## src/rtl/unified_mem_arbiter.sv

```systemverilog
// rtl/unified_mem_arbiter.sv - single-port unified memory arbiter between Fetch and Memory stages
// Three-state transaction FSM with round-robin conflict resolution and per-stage stall requests.
module unified_mem_arbiter #(
  parameter int ADDR_W = 32,
  parameter int DATA_W = 32
) (
  input  logic              clk,
  input  logic              rst,
  input  logic              if_req,
  input  logic [ADDR_W-1:0] if_addr,
  output logic [DATA_W-1:0] if_rdata,
  output logic              if_valid,
  input  logic              dm_read,
  input  logic              dm_write,
  input  logic [ADDR_W-1:0] dm_addr,
  input  logic [DATA_W-1:0] dm_wdata,
  output logic [DATA_W-1:0] dm_rdata,
  output logic              dm_done,
  output logic              mem_en,
  output logic              mem_we,
  output logic [ADDR_W-1:0] mem_addr,
  output logic [DATA_W-1:0] mem_wdata,
  input  logic [DATA_W-1:0] mem_rdata,
  input  logic              mem_ready,
  output logic              StallIF,
  output logic              StallMEM
);

  typedef enum logic [1:0] {IDLE, XFER, RESP} state_t;

  localparam logic GRANT_FETCH = 1'b0;
  localparam logic GRANT_DATA  = 1'b1;

  state_t              state_q, state_d;
  logic                grant_q, grant_d;
  logic                last_grant_q, last_grant_d;
  logic [ADDR_W-1:0]   addr_q, addr_d;
  logic [DATA_W-1:0]   wdata_q, wdata_d;
  logic                we_q, we_d;
  logic [DATA_W-1:0]   rdata_q, rdata_d;
  logic                if_valid_q, if_valid_d;
  logic                dm_done_q, dm_done_d;
  logic                data_req;

  assign data_req = dm_read | dm_write;

  always_ff @(posedge clk) begin
    if (rst) begin
      state_q      <= IDLE;
      grant_q      <= GRANT_FETCH;
      last_grant_q <= GRANT_FETCH;
      addr_q       <= '0;
      wdata_q      <= '0;
      we_q         <= 1'b0;
      rdata_q      <= '0;
      if_valid_q   <= 1'b0;
      dm_done_q    <= 1'b0;
    end else begin
      state_q      <= state_d;
      grant_q      <= grant_d;
      last_grant_q <= last_grant_d;
      addr_q       <= addr_d;
      wdata_q      <= wdata_d;
      we_q         <= we_d;
      rdata_q      <= rdata_d;
      if_valid_q   <= if_valid_d;
      dm_done_q    <= dm_done_d;
    end
  end

  always_comb begin
    state_d      = state_q;
    grant_d      = grant_q;
    last_grant_d = last_grant_q;
    addr_d       = addr_q;
    wdata_d      = wdata_q;
    we_d         = we_q;
    rdata_d      = rdata_q;
    if_valid_d   = 1'b0;
    dm_done_d    = 1'b0;
    unique case (state_q)
      IDLE: begin
        if (data_req || if_req) begin
          // On contention the side that was not served last wins.
          if (data_req && if_req) grant_d = ~last_grant_q;
          else if (data_req)      grant_d = GRANT_DATA;
          else                    grant_d = GRANT_FETCH;
          last_grant_d = grant_d;
          if (grant_d == GRANT_DATA) begin
            addr_d  = dm_addr;
            wdata_d = dm_wdata;
            we_d    = dm_write;
          end else begin
            addr_d  = if_addr;
            wdata_d = '0;
            we_d    = 1'b0;
          end
          state_d = XFER;
        end
      end
      XFER: begin
        if (mem_ready) begin
          if (!we_q) rdata_d = mem_rdata;
          if (grant_q == GRANT_DATA) dm_done_d  = 1'b1;
          else                       if_valid_d = 1'b1;
          state_d = RESP;
        end
      end
      RESP:    state_d = IDLE;
      default: state_d = IDLE;
    endcase
  end

  assign mem_en    = (state_q == XFER);
  assign mem_we    = mem_en & we_q;
  assign mem_addr  = addr_q;
  assign mem_wdata = wdata_q;
  assign if_rdata  = rdata_q;
  assign dm_rdata  = rdata_q;
  assign if_valid  = if_valid_q;
  assign dm_done   = dm_done_q;
  assign StallIF   = if_req & ~if_valid_q;
  assign StallMEM  = data_req & ~dm_done_q;

endmodule

```

## config.mk

```make
export PLATFORM = sky130hd
export DESIGN_NAME = unified_mem_arbiter
export DESIGN_NICKNAME = d
export VERILOG_FILES = /design/src/rtl/unified_mem_arbiter.sv
export SDC_FILE = /design/constraint.sdc
export NUM_CORES = 1
export LEC_CHECK = 0
export ABC_AREA = 1
export CAP_MARGIN = 20
export CORE_AREA = 2 2 96 135
export CTS_BUF_LIST = sky130_fd_sc_hd__clkbuf_4
export CTS_CLUSTER_SIZE = 40
export DETAILED_ROUTE_END_ITERATION = 12
export DIE_AREA = 0 0 98 137
export GPL_TIMING_DRIVEN = 0
export PLACE_DENSITY = 0.81
export SLEW_MARGIN = 20
export SYNTH_ARGS = -nofsm -noshare
export SYNTH_HDL_FRONTEND = slang
export SYNTH_SLANG_ARGS = --single-unit
```

## constraint.sdc

```tcl
create_clock -name clk -period 1.59 [get_ports clk]
set_clock_uncertainty 0.05 [all_clocks]
set_input_delay 0.3975 -clock clk [delete_from_list [all_inputs] [get_ports clk]]
set_output_delay 0.3975 -clock clk [all_outputs]
set_load 0.05 [all_outputs]
```

==> metrics.cfg, run 1 <==
[finish]
stdcell_count = 1169
synthToLayoutAreaGrowth_pct = 61.8
fin_nets = 1144
final_layout_size_suffix_gt1_frac = 0.271

[drt]
drt-vias-per-instance = 4.47
wirelength_mm = 15.2
dr.pass1.iters = 4
drtIter0Drc = 153
vias = 5224
wl_per_cell_um = 13.0
postRouteAntennaNets = 0
drc_errors = 0

[yosys]
synth_seq_cells = 102
yosysTopAreaCellShare = 0.429
ys_warn_count = 0
synth_largest_area_cell = dfxtp_1
ys_seq_area_frac = 0.429
synth_cell_type_count = 20
synthesis.area_sq_um = 4760
synth_fp_nets = 861
synthTopCellsByArea = dfxtp_1 43%, nand2_1 15%, nor2_1 14%
syn-instance-count = 727
avgSynthCellArea_sq_um = 6.55

[grt]
grt_overflow = 0
first_global_vias = 4898
grt_antenna_before_repair = 3
grt_max_degree = 17
grt_pass1_wl_mm = 23.9
grt_usage = 0.224

[critical_path]
required_ns = 1.14
critPathMaxFanout = 3
regToRegEndpoint = mem_wdata[18]
worstSetupPathType = reg2out
r2r_start = state_q[0]
crit_path_start_kind = register
rr_worst_depth = 9
end_kind = primary output
crit_arrival_ns = 1.21
cp-startpoint = state_q[1]
rrSetupSlack_ns = 0.13

[timing]
timing.hold.ws_ns = 0.443
hold_viol_final = 0
relSlewSlack = 0.693
setup_violations = 2
maxSlewViolCount = 0
finalCriticalPeriod_ns = 1.66
fmax_mhz = 603
rsz0062_at_grt = yes
period_share = 1.04
worst_pin_slew_ns = 0.461
fin_setup_tns_ns = -0.0733
fin_ws_ns = -0.0673

[worst_hold_path]
whs_path_depth = 2
hold_end = mem_wdata[9]
hold_class = reg2reg
min_from = mem_wdata[9]

[floorplanning]
die_y_um = 137
rows = 48
coreArea_sq_um = 12200
fp.dieW_um = 98
dieArea_sq_um = 13400
ios = 268
start_util = 0.391

[clocking]
cts_tree = done
clkTransAtPathRegs_ns = 0.15
clock_sinks = 102
htree_levels = 3
cts-root-buf = clkbuf_4
clockBufferDepth = 2
cts_hold_buffers = 0
cts_buffers = 9
clk_latency_ns = 0.46

[place]
dpl.hpwl_mm = 12.2
gp_congestion = 0.847
io_buffers = 267
placed_cells = 1144
preCtsSetupSlack_ns = -0.828

[power]
power.density_nw_per_um2 = 995
p_leak_nw = 3.81
vdd_ir_drop_max_mv = 0.413

[status]
failed_checks = setup timing
status = complete, but fails checks

[flow_run]
maxCapViolations = 0

power by group:
| group | internal [mW] | switching (mW) |
|---|---|---|
| combinational | 1.20 | 2.10 |
| clock | 0.494 | 0.877 |
| sequential | 2.84 | 0.154 |
| total | 4.53 | 3.13 |
worst max-delay path by stage:
stage,to,depth (start not counted)
2_1_floorplan,mem_we,1
3_3_place_gp,StallIF,4
3_5_place_dp,StallIF,4
4_1_cts,mem_we,3
5_1_grt,mem_we,3
6_report,mem_we,2
cell usage in the layout, fill, tap and decap left out, drive strengths merged:
cell type        n
a21oi           21
buf            145
bufinv           1
clkbuf          79
clkdlybuf4s50  130
clkinv           5
clkinvlp         1
dfxtp          102
diode            4
dlygate4sd2      3
inv             61
nand2          199
nand3           46
nor2           184
nor3             2
nor3b            1
o21ai           35
what timing repair did:
item	in CTS	in global routing
resized for setup	756	143
setup endpoints to repair	142	122
pin swaps	3	4
buffers inserted	3	2
metal layers:
metal  GRT usage  share of wire  up-vias
met5           0              0        -
met4       0.103          0.035        0
met3      0.0781          0.085       32
met2       0.423           0.53      220
met1       0.218           0.35     2234
li1            -              -     2738
cells by family (layout without fill, tap and decap cells):
kind of cell    after synthesis  after routing  synth area share
buf+inv                     137            425             0.150
simple gates                432            432             0.360
flops                       102            102             0.429
compound gates               56             56            0.0612
other cells                   0              4                 0
registers in the layout, indices dropped and copies added (netlist names):
name	count
dm_rdata	32
mem_addr	32
mem_wdata	32
state_q	2
dm_done	1
if_valid	1
last_grant_q	1
we_q	1
final cells by class:
cell class	instances	area, sq um
Antenna cell	4	10.0
Tap cell	150	188
Buffer	75	541
Sequential cell	102	2090
Clock buffer	10	75.1
Clock inverter	6	62.6
Timing Repair Buffer	272	2480
Multi-Input combinational cell	488	2020
Fill cell	1157	4490
Inverter	62	236
synthesized netlist by cell type, drive strengths merged:
master / count
inv: 61
clkinv: 1
nand3: 46
o21ai: 35
clkbuf: 10
nor2: 184
dfxtp: 102
buf: 65
nor3: 2
nor3b: 1
nand2: 199
a21oi: 21
stage by stage:
stage	power (mW)	instance area [sq um]	utilization
4_1_cts	7.54	7310	0.600
5_1_grt	8.10	7700	0.632
3_5_place_dp	6.41	7630	0.626
3_3_place_gp	6.37	7630	0.626
2_1_floorplan	5.18	4770	-
6_report	7.67	7710	0.632
critical path, cell delays in order, from the launching register on:
cell and delay, ns:
dfxtp_2 0.38, nor3_4 0.19, buf_6 0.18
(Power assumes the default switching activity.)
==> inputs of run 2 (changes only) <==
--- a/config.mk
+++ b/config.mk
@@ -6,6 +6,7 @@
 export NUM_CORES = 1
 export LEC_CHECK = 0
 export ABC_AREA = 1
+export ABC_CLOCK_PERIOD_IN_PS = 1590
 export CAP_MARGIN = 20
 export CORE_AREA = 2 2 96 135
 export CTS_BUF_LIST = sky130_fd_sc_hd__clkbuf_4
==> results of run 2 <==
The final DEF is identical to that of run 1; final timing and power are the same.
